File: src/rtl/if_stage.sv
// Instruction-fetch stage: owns the PC and the IF/ID register, talks to
// instruction memory over a req/ready handshake of arbitrary latency, obeys
// hazard-unit stalls and ID-stage redirects, and freezes fetch on HLT.
//
// state   | meaning
// --------+----------------------------------------------------------------
// FETCH   | request at addr_q (== pc) outstanding, waiting for ready
// HOLD    | instruction returned during a stall, parked in hold_q, no request
// DRAIN   | redirected while a request was in flight; finish it, drop data
// HALTED  | HLT accepted; no requests, IF/ID bubbles, pc frozen until redirect
module if_stage #(
    parameter int              ADDR_W   = 16,
    parameter int              INSTR_W  = 16,
    parameter logic [ADDR_W-1:0] RESET_PC = '0
) (
    input  logic               clk_i,
    input  logic               rst_i,
    input  logic               pc_write_i,
    input  logic               ifid_write_i,
    input  logic               branch_taken_i,
    input  logic [ADDR_W-1:0]  branch_target_i,
    output logic               imem_req_o,
    output logic [ADDR_W-1:0]  imem_addr_o,
    input  logic               imem_ready_i,
    input  logic [INSTR_W-1:0] imem_rdata_i,
    output logic [INSTR_W-1:0] ifid_instr_o,
    output logic [ADDR_W-1:0]  ifid_pc_plus2_o,
    output logic               ifid_valid_o,
    output logic               halted_o,
    output logic               fetch_busy_o
);

    typedef enum logic [1:0] {
        S_FETCH  = 2'd0,
        S_HOLD   = 2'd1,
        S_DRAIN  = 2'd2,
        S_HALTED = 2'd3
    } state_t;

    state_t              state_q, state_d;
    logic [ADDR_W-1:0]   pc_q, pc_d;
    logic [ADDR_W-1:0]   addr_q, addr_d;
    logic [INSTR_W-1:0]  hold_q, hold_d;
    logic [INSTR_W-1:0]  ifid_instr_q, ifid_instr_d;
    logic [ADDR_W-1:0]   ifid_pc_q, ifid_pc_d;
    logic                ifid_valid_q, ifid_valid_d;

    logic                accept;
    logic                avail;
    logic                take;
    logic                is_hlt;
    logic [INSTR_W-1:0]  fetched;
    logic [ADDR_W-1:0]   pc_plus2;

    // Shared decode: is an instruction available and will it be accepted.
    always_comb begin
        accept   = pc_write_i & ifid_write_i;
        avail    = ((state_q == S_FETCH) & imem_ready_i) | (state_q == S_HOLD);
        take     = avail & accept;
        fetched  = (state_q == S_HOLD) ? hold_q : imem_rdata_i;
        pc_plus2 = pc_q + ADDR_W'(2);
        is_hlt   = (fetched[INSTR_W-1 -: 4] == 4'hF);
    end

    // IF/ID next value: redirect bubbles, stall holds, otherwise load or bubble.
    always_comb begin
        ifid_instr_d = ifid_instr_q;
        ifid_pc_d    = ifid_pc_q;
        ifid_valid_d = ifid_valid_q;
        if (branch_taken_i) begin
            ifid_instr_d = '0;
            ifid_valid_d = 1'b0;
        end else if (!ifid_write_i) begin
            ifid_instr_d = ifid_instr_q;
        end else if (take) begin
            ifid_instr_d = fetched;
            ifid_pc_d    = pc_plus2;
            ifid_valid_d = 1'b1;
        end else begin
            ifid_instr_d = '0;
            ifid_valid_d = 1'b0;
        end
    end

    // PC next value; the +2 wraps naturally at the top of the address space.
    always_comb begin
        pc_d = pc_q;
        if (branch_taken_i) begin
            pc_d = branch_target_i;
        end else if (take) begin
            pc_d = pc_plus2;
        end
    end

    // Fetch FSM next state, hold-buffer capture and request address.
    always_comb begin
        state_d = state_q;
        hold_d  = hold_q;
        addr_d  = addr_q;
        case (state_q)
            S_FETCH: begin
                if (branch_taken_i) begin
                    // In-flight request must complete before a new address goes out.
                    state_d = imem_ready_i ? S_FETCH : S_DRAIN;
                end else if (imem_ready_i) begin
                    if (accept) begin
                        state_d = is_hlt ? S_HALTED : S_FETCH;
                    end else begin
                        state_d = S_HOLD;
                        hold_d  = imem_rdata_i;
                    end
                end
            end
            S_HOLD: begin
                if (branch_taken_i) begin
                    state_d = S_FETCH;
                end else if (accept) begin
                    state_d = is_hlt ? S_HALTED : S_FETCH;
                end
            end
            S_DRAIN: begin
                if (imem_ready_i) begin
                    state_d = S_FETCH;
                end
            end
            S_HALTED: begin
                // An older branch resolving after HLT restarts fetch.
                if (branch_taken_i) begin
                    state_d = S_FETCH;
                end
            end
            default: begin
                state_d = S_FETCH;
            end
        endcase
        // Entering or staying in FETCH always requests the up-to-date pc.
        if (state_d == S_FETCH) begin
            addr_d = pc_d;
        end
    end

    // State, PC, request address and hold buffer registers.
    always_ff @(posedge clk_i or posedge rst_i) begin
        if (rst_i) begin
            state_q <= S_FETCH;
            pc_q    <= RESET_PC;
            addr_q  <= RESET_PC;
            hold_q  <= '0;
        end else begin
            state_q <= state_d;
            pc_q    <= pc_d;
            addr_q  <= addr_d;
            hold_q  <= hold_d;
        end
    end

    // IF/ID pipeline register.
    always_ff @(posedge clk_i or posedge rst_i) begin
        if (rst_i) begin
            ifid_instr_q <= '0;
            ifid_pc_q    <= '0;
            ifid_valid_q <= 1'b0;
        end else begin
            ifid_instr_q <= ifid_instr_d;
            ifid_pc_q    <= ifid_pc_d;
            ifid_valid_q <= ifid_valid_d;
        end
    end

    // Outputs; the request is suppressed combinationally while reset is held.
    always_comb begin
        imem_req_o      = !rst_i & ((state_q == S_FETCH) | (state_q == S_DRAIN));
        imem_addr_o     = addr_q;
        fetch_busy_o    = imem_req_o & !imem_ready_i;
        halted_o        = (state_q == S_HALTED);
        ifid_instr_o    = ifid_instr_q;
        ifid_pc_plus2_o = ifid_pc_q;
        ifid_valid_o    = ifid_valid_q;
    end

endmodule

File: config.mk
export PLATFORM = sky130hd
export DESIGN_NAME = if_stage
export DESIGN_NICKNAME = d
export VERILOG_FILES = /design/src/rtl/if_stage.sv
export SDC_FILE = /design/constraint.sdc
export NUM_CORES = 1
export LEC_CHECK = 0
export CORE_MARGIN = 2
export CORE_UTILIZATION = 53
export DETAILED_ROUTE_END_ITERATION = 10
export PLACE_DENSITY = 0.86
export SETUP_SLACK_MARGIN = 0.15
export SLEW_MARGIN = 25
export SYNTH_ARGS = -nofsm -noshare
export SYNTH_HDL_FRONTEND = slang
export SYNTH_SLANG_ARGS = --single-unit
File: constraint.sdc
create_clock -name clk_i -period 6.06 [get_ports clk_i]
set_input_delay 1.818 -clock clk_i [delete_from_list [all_inputs] [get_ports clk_i]]
set_output_delay 1.818 -clock clk_i [all_outputs]
set_load 0.01 [all_outputs]
**Word-level counts from Yosys, hierarchy flattened**

Index checks and enable logic that the tools add are counted.

- Word-level logic and storage cells: 47
- Output and inout bits: 52
- Register bits after elaboration: 83
- Input port bits: 38

- Bitwise operators: 9
- Reduce and logical (&&, ||, !) cells: 7
- Muxes and demuxes: 19
- Add/sub/neg operators: 1
- Eq/ne operators: 4

Operators by type and width:

| operator | number |
|---|---|
| two-way mux 16 bit | 6 |
| two-way mux 2 bit | 9 |
| adder 16 x 2 -> 16 bit (second input constant) | 1 |
| case mux 2 bit (4 select lines) | 1 |
| bitwise AND 1 bit | 5 |
| equality test 2 bit (second input constant) | 2 |
| equality test 4 bit (second input constant) | 1 |
| logical NOT 2 bit | 2 |
| AND reduction 4 bit | 1 |
| two-way mux 1 bit | 3 |
| AND reduction 3 bit | 1 |
| equality test 2 x 1 -> 1 bit (second input constant) | 1 |
| logical NOT 1 bit | 2 |
| NOT 1 bit | 2 |
| OR 1 bit | 2 |
| nonzero test 2 bit | 1 |

**Logic depth before layout (Yosys ltp)**

Gate-level depths: netlist of run 1.

- Depth after elaboration: 9
- Mapped depth: 8
- Gate-level depth less buffers: 6

**Worst setup path before layout of run 1**

No wires, ideal clock.

- Kind: input port to output port
- Start point: input imem_ready_i
- End point: output fetch_busy_o
- Arrival: 2.119 ns
- Cell stages on the path: 1
- Slack: 2.123 ns
- Required time: 4.242 ns
- Buffers on the path: 0
- Cell sequence: nor3_1

- Cells in the longest elaborated chain, start to end: 2

RTL lines:

| what | RTL line | source |
|---|---|---|
| start: declaration | 24 | `input logic imem_ready_i,` |
| logical NOT 1 bit | 174 | `fetch_busy_o = imem_req_o & !imem_ready_i;` |
| bitwise AND 1 bit | 174 |  |
| end: declaration | 30 | `output logic fetch_busy_o` |

No other way between the ends.

**Final worst setup path of run 1**

Ends and elaborated chain as after synthesis.

==> impl_metrics.sql, run 1 <==
INSERT INTO impl_metrics (metric_group, metric, value, unit) VALUES
('run_status', 'run_status', 'completed', ''),
('clocking', 'cts_tree', 'done', ''),
('final_layout', 'layout.cells.most_common', 'sky130_fd_sc_hd__clkdlybuf4s50_1', ''),
('route', 'drtPass1Iterations', '4', ''),
('final_layout', 'mostFrequentLayoutCells', 'sky130_fd_sc_hd__clkdlybuf4s50_1, sky130_fd_sc_hd__dfrtp_1, sky130_fd_sc_hd__nand2_1', ''),
('final_layout', 'final_net_count', '458', ''),
('clocking', 'cts_hold_buffers', '0', ''),
('clocking', 'clkSlewWorstSetupHoldPaths', '0.08', 'ns'),
('route', 'ant_nets', '0', ''),
('placed_design', 'dp_hpwl', '5910', 'microns'),
('route', 'detailroute.via_count', '2880', ''),
('final_layout', 'filler_cell_count', '483', ''),
('placed_design', 'gp_congestion', '0.880', ''),
('power', 'irDropWorstVdd', '0.165', 'mV'),
('yosys', 'post_synth_instance_area', '0.00374', 'sq mm'),
('yosys', 'synth_sequential_area_ratio', '55.6', '%'),
('clocking', 'clock-sinks', '83', ''),
('clocking', 'cts_max_level', '3', ''),
('final_layout', 'final_layout_size_suffix_gt1_share', '11.6', '%'),
('route', 'detail_route.wl_per_cell', '16.3', 'microns'),
('timing', 'fmaxAchievable', '204', 'MHz'),
('clocking', 'clk_latency', '0.35', 'ns'),
('yosys', 'most_area_hungry_cell_type_in_the_yosys_netlist', 'sky130_fd_sc_hd__dfrtp_1', ''),
('worst_setup_path', 'timing.critical_path.to_type', 'output port', ''),
('worst_setup_path', 'worst-endpoint-required', '4.24', 'ns'),
('floorplanning', 'num_rows', '30', ''),
('route', 'drt_wl_total', '8470', 'microns'),
('worst_setup_path', 'critical_path_arrival', '3.08', 'ns'),
('worst_setup_path', 'worst_reg_to_reg_path_cell_count', '6', ''),
('power', 'comb_power_share', '23.9', '%'),
('final_layout', 'regArea', '0.00208', 'sq mm'),
('timing', 'period_minus_slack', '4.90', 'ns'),
('route', 'top_layer_used', 'met4', ''),
('route', 'dr.first_iter.drc_count', '227', ''),
('final_layout', 'antenna-diode-count', '0', ''),
('route', 'met3_wirelength_from_detailed_routing', '362', 'microns'),
('route', 'viasPerCell', '5.54', ''),
('yosys', 'post_synth.cell_area_avg', '11.2', 'sq um'),
('power', 'seq_power_share', '47.8', '%'),
('grt', 'antenna_found_initial', '0', ''),
('final_layout', 'areaGrowthSynthToFinish', '31.4', '%'),
('power', 'power.switching', '0.424', 'mW'),
('yosys', 'synth_warnings', '0', ''),
('timing', 'slew_viol_final', '0', ''),
('grt', 'grt_max_degree', '55', ''),
('final_layout', 'multi_input_comb_area', '0.00156', 'sq mm'),
('timing', 'grt_setup_unrepaired', 'false', ''),
('floorplanning', 'dieHeight', '88.0', 'microns'),
('grt', 'wire_length_of_the_first_global_routing_pass', '13800', 'microns'),
('power', 'power.share.clock', '28.3', '%'),
('clocking', 'root_buffer_cell', 'sky130_fd_sc_hd__clkbuf_8', ''),
('power', 'power_density', '311', 'mW/mm^2'),
('grt', 'vias_in_the_first_global_route', '2884', ''),
('hold_path', 'hp-class', 'flop to flop', ''),
('yosys', 'netlist_top_cells_area', 'sky130_fd_sc_hd__dfrtp_1, sky130_fd_sc_hd__mux2_2, sky130_fd_sc_hd__nand2_1', ''),
('power', 'power_switching_share', '27.7', '%'),
('worst_setup_path', 'timing.setup.critical_path_class', 'primary input to output port', ''),
('worst_setup_path', 'crit_path_start_kind', 'primary input', ''),
('yosys', 'yosys_register_bits', '83', ''),
('yosys', 'distinct_cell_type_count_of_the_synthesized_netlist', '42', ''),
('clocking', 'cts_made_buffers', '9', ''),
('route', 'detailroute.wirelength.met2', '4170', 'microns'),
('floorplanning', 'die_area', '0.00774', 'sq mm'),
('hold_path', 'min_delay_path_depth', '2', ''),
('timing', 'final.period_utilization', '80.9', '%'),
('route', 'routedLengthMet1', '3720', 'microns'),
('timing', 'timing_worst_slew_pin_value', '0.728', 'ns'),
('timing', 'worst_hold_slack_after_final_layout', '0.485', 'ns'),
('timing', 'final-setup-viol-count', '0', ''),
('yosys', 'mappedNetlistNets', '374', ''),
('yosys', 'netlist.area_leader.share', '55.6', '%');
kinds of logic after synthesis:
| group | count (synthesis) | share of synthesized area [%] |
|---|---|---|
| buffers and inverters | 23 | 2.88 |
| and+or+nand+nor | 105 | 13.0 |
| adders and majority gates | 1 | 0.335 |
| xor gates and xnor gates | 17 | 3.98 |
| AOI/OAI and AO/OA | 56 | 9.71 |
| muxes | 50 | 14.5 |
| DFF | 83 | 55.6 |
routing by layer:
metal | vias to the layer above | global-route usage (%)
li1 | 1356 | -
met1 | 1403 | 33.0
met5 | - | 0
met4 | 0 | 10.5
met2 | 103 | 36.5
met3 | 18 | 2.54
critical path, stage by stage:
cell,delay (ns)
sky130_fd_sc_hd__clkdlybuf4s50_1,0.47
sky130_fd_sc_hd__nor3_1,0.22
sky130_fd_sc_hd__clkdlybuf4s50_1,0.57
path summary, 6_finish.rpt:
path,startpoint,end,slack (ns)
setup / recovery,imem_ready_i,fetch_busy_o,1.16
hold / removal,ifid_pc_plus2_o[2],ifid_pc_plus2_o[2],0.49
setup reg to reg,state_q[0],imem_addr_o[11],3.41
hold reg to reg,ifid_pc_plus2_o[2],ifid_pc_plus2_o[2],0.49
max in group asynchronous,rst_i,imem_addr_o[3],3.23
min in group asynchronous,rst_i,ifid_valid_o,1.99
stage by stage:
stage	power, mW	cells	area [sq um]	worst slack (ns)	util (%)
finish	1.53	520	4910	1.16	72.3
floorplan	0.909	335	3740	2.11	-
detailed placement	1.11	504	4690	1.19	69.1
global placement	1.09	504	4690	1.19	69.0
CTS	1.54	520	4910	1.19	72.3
global route	1.60	520	4910	1.15	72.3
flip-flops by register name, summed over array words and instances (netlist names):
name             flops
ifid_valid_o         1
ifid_pc_plus2_o     16
ifid_instr_o        16
state_q              2
hold_q              16
imem_addr_o         16
pc_q                16
power groups by stage:
stage / Sequential, mW / Clock [mW] / Combinational (mW)
floorplan: 0.750 / 0 / 0.159
global placement: 0.733 / 0 / 0.357
detailed placement: 0.740 / 0 / 0.366
CTS: 0.730 / 0.437 / 0.369
global route: 0.744 / 0.463 / 0.397
finish: 0.730 / 0.432 / 0.365
layout make-up:
type,instances,area share (%)
inverters,3,0.280
clock buffers,10,2.60
flip-flops and latches,83,42.3
well taps,96,2.45
repair buffers,93,18.7
clock inverters,6,1.83
multi-input cells,229,31.8
cell usage after synthesis (all sizes together):
cell / number
a31o: 2
a31oi: 1
a32o: 1
and2: 3
and3: 2
and4: 2
buf: 10
clkbuf: 10
dfrtp: 83
ha: 1
inv: 3
mux2: 33
mux2i: 17
nand2: 63
nand2b: 2
nand3: 9
nand4: 6
nor2: 5
nor2b: 1
nor3: 3
nor3b: 1
nor4: 2
nor4b: 1
o211ai: 6
o21ai: 34
o21bai: 1
o221ai: 2
o311ai: 8
o31ai: 1
or2: 3
or3: 1
or4: 1
xnor2: 9
xor2: 8
Power figures use the tool's default switching activity.
==> run 2, diff against run 1 <==
- CORE_UTILIZATION: 53 -> 50
- PLACE_DENSITY: 0.86 -> 0.81
- clock period: 6.06 -> 4.7 ns (I/O delays scaled with it)
==> run 2 against run 1 <==
Non-clock buffer count unchanged. Largest cell class unchanged. Cell area increased by 0.97%. Wire length rose by 3.5%. Highest routed layer unchanged. Register-to-register slack got worse by 0.97 ns. Sequential power up 29%. Critical path type unchanged. Sequential share of layout area decreased by 0.41 points. Critical endpoint unchanged.
==> impl_metrics.sql, run 2 (same netlist as run 1, synthesis figures left out) <==
INSERT INTO impl_metrics (metric_group, metric, value, unit) VALUES
('run_status', 'run_status', 'completed', ''),
('power', 'overall_power_of_the_completed_layout', '2.08', 'mW'),
('grt', 'vias_in_the_first_global_route', '2869', ''),
('final_layout', 'areaGrowthSynthToFinish', '32.7', '%'),
('power', 'irDropWorstVdd', '0.205', 'mV'),
('timing', 'slew_viol_final', '0', ''),
('route', 'viasPerCell', '5.44', ''),
('final_layout', 'layout.core_utilization', '68.4', '%'),
('worst_setup_path', 'timing.critical_path.slowest_cell_delay', '0.56', 'ns'),
('worst_setup_path', 'timing.setup.critical_path_class', 'primary input to output port', ''),
('worst_setup_path', 'crit_top_cell', 'sky130_fd_sc_hd__clkdlybuf4s50_1', ''),
('timing', 'layout_setup_ws', '0.618', 'ns'),
('power', 'power.switching', '0.552', 'mW'),
('final_layout', 'filler_cell_count', '539', ''),
('timing', 'relSlewSlack', '51.2', '%'),
('timing', 'fmaxAchievable', '245', 'MHz'),
('clocking', 'clkSlewWorstSetupHoldPaths', '0.08', 'ns'),
('final_layout', 'layout.cells.most_common', 'sky130_fd_sc_hd__clkdlybuf4s50_1', ''),
('worst_setup_path', 'critical_path.slowest_cell', 'sky130_fd_sc_hd__clkdlybuf4s50_1', ''),
('final_layout', 'mostFrequentLayoutCells', 'sky130_fd_sc_hd__clkdlybuf4s50_1, sky130_fd_sc_hd__dfrtp_1, sky130_fd_sc_hd__nand2_1', ''),
('placed_design', 'portBuffers', '89', ''),
('worst_setup_path', 'timing.critical_path.to_type', 'output port', ''),
('job', 'cap_viol_max_count', '0', ''),
('grt', 'grt.total_usage', '22.0', '%'),
('clocking', 'cts_max_level', '3', ''),
('floorplanning', 'num_rows', '31', ''),
('floorplanning', 'die_area', '0.00818', 'sq mm'),
('clocking', 'cts_hold_buffers', '0', ''),
('power', 'power_switching_share', '26.5', '%'),
('worst_setup_path', 'crit_path_max_fanout', '4', ''),
('clocking', 'clk_path_buf_depth', '2', ''),
('route', 'drc_errors', '0', ''),
('clocking', 'root_buffer_cell', 'sky130_fd_sc_hd__clkbuf_8', ''),
('floorplanning', 'floorplan.initialDensity', '51.5', '%'),
('clocking', 'cts_resized', '0', ''),
('route', 'drtPass1Iterations', '4', ''),
('placed_design', 'gp_congestion', '0.856', ''),
('placed_design', 'dp_hpwl', '6000', 'microns'),
('timing', 'final-setup-viol-count', '0', ''),
('route', 'ant_nets', '0', ''),
('worst_setup_path', 'crit_path_start_kind', 'primary input', ''),
('route', 'dr.first_iter.drc_count', '209', ''),
('grt', 'antenna_found_initial', '0', ''),
('final_layout', 'final_net_count', '458', ''),
('power', 'static-leakage-power', '2.04', 'nW'),
('floorplanning', 'dieHeight', '90.5', 'microns'),
('power', 'power_density', '420', 'mW/mm^2'),
('placed_design', 'place_worst_setup_slack', '0.634', 'ns'),
('power', 'intPower', '1.53', 'mW'),
('route', 'drt_wl_total', '8770', 'microns'),
('power', 'power.share.clock', '32.0', '%'),
('route', 'detail_route.wl_per_cell', '16.8', 'microns'),
('grt', 'grt_overflow', '0', ''),
('timing', 'clock-skew-final', '0.0102', 'ns'),
('clocking', 'cts_made_buffers', '9', ''),
('clocking', 'clock-sinks', '83', ''),
('worst_setup_path', 'crit_chain', 'clkdlybuf4s50_1 -> nor3_1 -> clkdlybuf4s50_1', ''),
('final_layout', 'antenna-diode-count', '0', ''),
('hold_path', 'hp-class', 'flop to flop', ''),
('timing', 'timing_worst_slew_pin_value', '0.731', 'ns'),
('timing', 'period_minus_slack', '4.08', 'ns'),
('timing', 'report.final.hold_viol_count', '0', ''),
('floorplanning', 'die_width', '90.5', 'microns'),
('timing', 'final.period_utilization', '86.9', '%'),
('timing', 'worst_hold_slack_after_final_layout', '0.466', 'ns'),
('clocking', 'cts_tree', 'done', ''),
('worst_setup_path', 'critical_path_arrival', '2.67', 'ns'),
('final_layout', 'final_layout_size_suffix_gt1_share', '11.6', '%'),
('clocking', 'clk_latency', '0.36', 'ns'),
('timing', 'totalNegativeSetupSlack', '0', 'ns'),
('power', 'comb_power_share', '22.8', '%'),
('route', 'detailroute.via_count', '2844', ''),
('floorplanning', 'num_io_pins', '90', ''),
('grt', 'grt_max_degree', '64', ''),
('clocking', 'cts_post_setup_buffers_inserted', '0', ''),
('floorplanning', 'core_area', '0.00725', 'sq mm'),
('worst_setup_path', 'worst-endpoint-required', '3.29', 'ns'),
('power', 'seq_power_share', '45.2', '%'),
('timing', 'grt_setup_unrepaired', 'false', ''),
('grt', 'wire_length_of_the_first_global_routing_pass', '14200', 'microns');
-- run 2: cell count changes in the layout (fill, tap and decap cells not counted) --
cell and change:
sky130_fd_sc_hd__nor2b_2 +1, sky130_fd_sc_hd__nor2b_4 -1, sky130_fd_sc_hd__bufinv_16 +2, sky130_fd_sc_hd__clkinv_2 -1, sky130_fd_sc_hd__inv_6 +1, sky130_fd_sc_hd__inv_4 -1, sky130_fd_sc_hd__clkinv_4 -1
-- run 2: worst paths after layout --
path	from	end	slack (ns)	cells after the start
hold reg to reg	pc_q[0]	ifid_pc_plus2_o[0]	0.47	2
setup reg to reg	state_q[0]	imem_addr_o[4]	2.44	5
hold / removal	pc_q[0]	ifid_pc_plus2_o[0]	0.47	2
max in group asynchronous	rst_i	ifid_instr_o[2]	2.49	3
min in group asynchronous	rst_i	ifid_pc_plus2_o[1]	1.50	2
setup / recovery	imem_ready_i	fetch_busy_o	0.62	3
-- run 2: power groups by stage --
stage	sequential, mW	combinational, mW	clock [mW]
6_report	0.942	0.474	0.667
5_1_grt	0.960	0.514	0.701
4_1_cts	0.941	0.480	0.672
3_5_place_dp	0.953	0.473	0
3_3_place_gp	0.944	0.461	0
2_1_floorplan	0.967	0.205	0
-- run 2: worst max-delay path: cells and delay by family --
family / cells / cell delay (ns)
buffers and inverters: 2 / 1.04
AND/OR/NAND/NOR: 1 / 0.22
-- run 2: layer usage --
metal  track usage, %  vias up  wire length [microns]
li1                 -     1351                      -
met1             29.9     1386                   3860
met2             36.0       94                   4350
met3             2.75       13                    393
met4             9.23        0                    167
met5                0        -                      0
-- run 2: area by class of cell --
cell class	count	area [sq um]	area share, %
Sequential cell	83	2080	41.9
Multi-Input combinational cell	229	1560	31.4
Timing Repair Buffer	93	921	18.6
Clock inverter	6	136	2.75
Clock buffer	10	128	2.57
Tap cell	99	124	2.50
Inverter	3	16.3	0.328
-- run 2: metrics by stage --
stage                     cell area (sq um)  std cells
after detailed placement               4700        507
after global placement                 4690        507
after floorplan                        3740        335
final                                  4960        523
after global routing                   4960        523
after CTS                              4960        523
==> run 3, diff against run 2 <==
- CORE_UTILIZATION: 50 -> 53
- PLACE_DENSITY: 0.81 -> 0.86
- clock period: 4.7 -> 4.8 ns (I/O delays scaled with it)
==> run 3 against run 2 <==
Global-route usage grew 1.3 points. Critical path depth is the same. Clock-buffer cell count grew 2. Via count shrank 1.1%. Combinational power shrank 3%. Critical path type unchanged. Highest routed layer unchanged.
==> impl_metrics.sql, run 3 (same netlist as run 1, synthesis figures left out) <==
INSERT INTO impl_metrics (metric_group, metric, value, unit) VALUES
('run_status', 'run_status', 'completed', ''),
('clocking', 'cts_max_level', '3', ''),
('power', 'power_density', '383', 'mW/mm^2'),
('timing', 'grt_setup_unrepaired', 'false', ''),
('floorplanning', 'dieHeight', '88.0', 'microns'),
('clocking', 'cts_hold_buffers', '0', ''),
('clocking', 'clock-sinks', '83', ''),
('timing', 'final-setup-viol-count', '0', ''),
('final_layout', 'mostFrequentLayoutCells', 'sky130_fd_sc_hd__clkdlybuf4s50_1, sky130_fd_sc_hd__dfrtp_1, sky130_fd_sc_hd__nand2_1', ''),
('route', 'detailroute.via_count', '2814', ''),
('route', 'ant_nets', '0', ''),
('worst_setup_path', 'crit_path_start_kind', 'primary input', ''),
('clocking', 'cts_tree', 'done', ''),
('floorplanning', 'num_rows', '30', ''),
('grt', 'use_met3', '3.96', '%'),
('placed_design', 'gp_congestion', '0.869', ''),
('placed_design', 'dp_hpwl', '6010', 'microns'),
('grt', 'grt.total_usage', '23.3', '%'),
('floorplanning', 'core_area', '0.00679', 'sq mm'),
('grt', 'top_usage_layer', 'met2', ''),
('route', 'drtPass1Iterations', '4', ''),
('clocking', 'clk_latency', '0.35', 'ns'),
('floorplanning', 'num_io_pins', '90', ''),
('worst_setup_path', 'timing.critical_path.to_type', 'output port', ''),
('worst_setup_path', 'timing.setup.critical_path_class', 'primary input to output port', ''),
('timing', 'timing_worst_slew_pin_value', '0.899', 'ns'),
('route', 'viasPerCell', '5.40', ''),
('route', 'detail_route.wl_per_cell', '15.9', 'microns'),
('floorplanning', 'die_area', '0.00774', 'sq mm'),
('grt', 'grt_max_degree', '54', ''),
('worst_setup_path', 'critical_path_arrival', '2.68', 'ns'),
('floorplanning', 'die_width', '88.0', 'microns'),
('worst_setup_path', 'crit_top_cell', 'sky130_fd_sc_hd__clkdlybuf4s50_1', ''),
('hold_path', 'hp-class', 'flop to flop', ''),
('placed_design', 'portBuffers', '89', ''),
('job', 'cap_viol_max_count', '0', ''),
('worst_setup_path', 'worst-endpoint-required', '3.36', 'ns'),
('timing', 'totalNegativeSetupSlack', '0', 'ns'),
('route', 'drt_wl_total', '8300', 'microns'),
('grt', 'grt_overflow', '0', ''),
('grt', 'vias_in_the_first_global_route', '2853', ''),
('clocking', 'clkSlewWorstSetupHoldPaths', '0.08', 'ns'),
('grt', 'groute.layer.met1.usage', '32.2', '%'),
('final_layout', 'final_net_count', '459', ''),
('grt', 'wire_length_of_the_first_global_routing_pass', '13600', 'microns'),
('grt', 'grt_util_met2', '36.4', '%'),
('floorplanning', 'floorplan.initialDensity', '55.0', '%'),
('worst_setup_path', 'crit_chain', 'clkdlybuf4s50_1 -> nor3_1 -> clkdlybuf4s50_1', ''),
('final_layout', 'layout.core_utilization', '72.1', '%'),
('power', 'static-leakage-power', '2.01', 'nW'),
('timing', 'report.final.hold_viol_count', '0', ''),
('clocking', 'cts_made_buffers', '9', ''),
('clocking', 'cts_post_setup_buffers_inserted', '0', ''),
('timing', 'final.period_utilization', '85.8', '%'),
('timing', 'fmaxAchievable', '243', 'MHz'),
('worst_setup_path', 'crit_path_max_fanout', '4', ''),
('final_layout', 'layout.cells.most_common', 'sky130_fd_sc_hd__clkdlybuf4s50_1', ''),
('timing', 'relSlewSlack', '40.0', '%'),
('final_layout', 'areaGrowthSynthToFinish', '31.0', '%'),
('final_layout', 'final_layout_size_suffix_gt1_share', '11.5', '%'),
('worst_setup_path', 'worst_path_dominant_cell_family', 'buffers and inverters', ''),
('worst_setup_path', 'timing.critical_path.buf_inv', '2', ''),
('route', 'dr.first_iter.drc_count', '124', ''),
('worst_setup_path', 'critical_path.slowest_cell', 'sky130_fd_sc_hd__clkdlybuf4s50_1', ''),
('timing', 'slew_viol_final', '0', ''),
('grt', 'antenna_found_initial', '0', ''),
('clocking', 'cts_resized', '0', ''),
('clocking', 'clk_path_buf_depth', '2', ''),
('timing', 'clock-skew-final', '0.00636', 'ns'),
('route', 'drc_errors', '0', ''),
('worst_setup_path', 'timing.critical_path.slowest_cell_delay', '0.56', 'ns'),
('final_layout', 'antenna-diode-count', '0', ''),
('timing', 'period_minus_slack', '4.12', 'ns'),
('clocking', 'root_buffer_cell', 'sky130_fd_sc_hd__clkbuf_8', ''),
('power', 'irDropWorstVdd', '0.215', 'mV');
run 3: final timing paths:
path	from	end	slack (ns)	cells after the start
max	imem_ready_i	fetch_busy_o	0.68	3
min	ifid_instr_o[10]	ifid_instr_o[10]	0.48	2
max reg2reg	state_q[0]	imem_addr_o[11]	2.29	6
min reg2reg	ifid_instr_o[10]	ifid_instr_o[10]	0.48	2
max in group asynchronous	rst_i	ifid_pc_plus2_o[5]	2.44	3
min in group asynchronous	rst_i	hold_q[4]	1.63	2
run 3: metal layers:
metal / routed length [microns] / part of all wire, %
met1: 3750 / 45
met2: 4040 / 49
met3: 292 / 3.5
met4: 221 / 2.7
met5: 0 / 0
run 3: where the power goes:
| part | total, mW | internal [mW] | switching [mW] |
|---|---|---|---|
| registers | 0.923 | 0.832 | 0.0917 |
| logic | 0.462 | 0.269 | 0.193 |
| clock network | 0.490 | 0.254 | 0.236 |
| total | 1.88 | 1.35 | 0.521 |
run 3: layout make-up:
class                      count  area (sq um)
clock inverter                 4          50.0
inverter                       3          12.5
multi-input combinational    229          1560
fill                         479          1900
clock buffer                  12           145
sequential                    83          2080
tap                           96           120
timing repair buffer          94           928
run 3: metrics by stage:
stage	instances	hold WS, ns	power, mW	area (sq um)	worst slack [ns]
6_report	521	0.480	1.88	4900	0.684
5_1_grt	521	0.512	1.98	4900	0.639
4_1_cts	521	0.481	1.89	4890	0.674
3_5_place_dp	505	0.463	1.40	4700	0.677
3_3_place_gp	505	0.459	1.38	4690	0.678
2_1_floorplan	335	0.435	1.15	3740	1.22
run 3: worst register-to-register path: cells and delay by family (launching register included):
family	cells	cell delay [ns]
flops	1	0.48
compound gates	3	0.90
mux	1	0.25
buf+inv	1	0.28
simple gates	1	0.48
==> variant: new RTL, settings of run 1 <==
`ADDR_W`: 16 -> 17.
--- a/src/rtl/if_stage.sv
+++ b/src/rtl/if_stage.sv
@@ -10,5 +10,5 @@
 // HALTED  | HLT accepted; no requests, IF/ID bubbles, pc frozen until redirect
 module if_stage #(
-    parameter int              ADDR_W   = 16,
+    parameter int              ADDR_W   = 17,
     parameter int              INSTR_W  = 16,
     parameter logic [ADDR_W-1:0] RESET_PC = '0
Ports: changed (resized branch_target_i, ifid_pc_plus2_o and imem_addr_o); port bits go from 90 to 93. No check against the original RTL was run, so the function may have changed too.
==> variant against run 1 <==
Synthesized cell count up 3.9%; final area up 4.9%; worst setup slack better by 0.0061 ns; synthesized area up 6.5%; global-route usage down 0.29 points; power up 3.1%; sequential cell count up 3; wire length up 8.0%; critical endpoint unchanged; highest routed layer unchanged.
==> variant: results (changes against run 1) <==
Hold Crit Class reg -> reg (unchanged); CP Launch Type primary input (unchanged); antenna cells 0 (unchanged); largest net degree at the start of global routing 60 (was 55); CTS buffer count 9 (unchanged); Max Transition Viols Final 0 (unchanged); Worst-Skew Late Latency approximately 0.36 ns; Reg2Reg Depth 5 (was 6); met1 Use GR 30.4% (was 33.0%); vias in the first global route 3071 (was 2884); Crit Path Max Fanout 5 (was 4); initial DRC count 169 (was 227); Fillers 517 (was 483); Final nets 474 (was 458); worst r2r dst imem_addr_o[14]$_DFFE_PP0N_ (was imem_addr_o[11]$_DFFE_PP0N_); status complete, no violations (unchanged); clk buf depth 2 (unchanged); Tot GR Track Use 23.0% (was 23.3%); Arrival @ worst endpoint 3.08 ns (about the same); RD Place Congestion 0.788 (was 0.880); worst r2r src state_q[0]$_DFF_PP0_ (unchanged); Critical Path End fetch_busy_o (unchanged); Post-CTS Setup Bufs 0 (unchanged); met2 usage 37.7% (was 36.5%); Reg2Reg Setup Slack 3.54 ns (was 3.41 ns); Post-Route WL 9140 um (was 8470 um); Final HPWL DP 6350 um (was 5910 um); top post-synthesis cells by area dfrtp_1 54%, nand2_1 5.3%, mux2_2 4.8%, mux2i_1 4.3%, mux2_4 3.8% (was dfrtp_1 56%, mux2_2 6.6%, nand2_1 6.3%, mux2i_1 4.6%, o21ai_0 4.4%); CTS root buf clkbuf_8 (unchanged); P_leak 0.00213 uW (was 0.00202 uW); first-pass GRT wire length 15100 um (was 13800 um); Yosys Warn Count 0 (unchanged); async set-reset flop share out of synthesis 100% (unchanged); DR pass1 iterations 4 (unchanged); Clock H-tree levels 3 (unchanged); synth cell count leaders 86 x dfrtp_1, 56 x nand2_1, 18 x o21ai_0, 17 x mux2_2, 17 x mux2i_1 (was 83 x dfrtp_1, 63 x nand2_1, 33 x o21ai_0, 22 x mux2_2, 17 x mux2i_1); final setup skew 0.0112 ns (was 0.0114 ns); final hold slack 0.481 ns (was 0.485 ns); Seq/Total Area, Yosys 54.1% (was 55.6%); CP Launch Point imem_ready_i (unchanged); IO Port Bufs 92 (was 89); relative slew slack 31.7% (was 51.4%); Worst IR Drop VDD 178 uV (was 165 uV); syn_nets 388 (was 374); Reg clk slew, reported paths 0.08 ns (about the same); GR Util met3 4.09% (was 2.54%); Post-CTS Resized 0 (unchanged); share of post-route cells with drive strength above 1 13.0% (was 11.6%); via count 3025 (was 2880); Unique masters post-synth 52 (was 42)
variant: worst max-delay path, cell delays in order:
cell and delay [ns]:
clkdlybuf4s50_1 0.49, nor3_1 0.21, clkdlybuf4s50_1 0.56
variant: stage by stage:
step	setup WS, ns	instance area (um^2)	power, uW	instances
6_report	1.17	5150	1570	538
3_5_place_dp	1.17	4940	1170	522
2_1_floorplan	2.02	3980	958	348
3_3_place_gp	1.20	4930	1150	522
4_1_cts	1.17	5150	1580	538
5_1_grt	1.11	5150	1640	538
variant: layer usage:
layer,routed length [um],vias up
met2,4560,83
met5,0,-
li1,-,1417
met3,444,16
met4,183,0
met1,3960,1509
variant: power by group:
part           internal [uW]  switching, uW
clock                    215            206
combinational            232            163
sequential               680           78.4
total                   1130            447
variant: kinds of logic after synthesis:
kind of cell / Yosys count / synth area share (%)
XOR/XNOR: 14 / 3.08
AO/OA/AOI/OAI: 66 / 11.7
buffers and inverters: 25 / 3.27
AND/OR/NAND/NOR: 106 / 13.0
flip-flops: 86 / 54.1
multiplexers: 50 / 14.6
adder cells (fa/ha/maj): 1 / 0.314
variant: how the worst min path moves through the flow:
stage	start	endpoint	depth (start not counted)
after floorplan	pc_q[0]$_DFF_PP0_	ifid_pc_plus2_o[0]$_DFFE_PP0P_	2
final	ifid_pc_plus2_o[15]$_DFFE_PP0P_	ifid_pc_plus2_o[15]$_DFFE_PP0P_	2
after CTS	ifid_pc_plus2_o[15]$_DFFE_PP0P_	ifid_pc_plus2_o[15]$_DFFE_PP0P_	2
after detailed placement	ifid_pc_plus2_o[15]$_DFFE_PP0P_	ifid_pc_plus2_o[15]$_DFFE_PP0P_	2
after global placement	pc_q[0]$_DFF_PP0_	ifid_pc_plus2_o[0]$_DFFE_PP0P_	2
after global routing	ifid_pc_plus2_o[15]$_DFFE_PP0P_	ifid_pc_plus2_o[15]$_DFFE_PP0P_	2
variant: area by class of cell:
class                           count  area share (%)
Multi-Input combinational cell    237            33.1
Clock inverter                      4            1.04
Sequential cell                    86            41.8
Timing Repair Buffer               94            18.2
Tap cell                           99            2.40
Inverter                            6           0.486
Clock buffer                       12            3.01
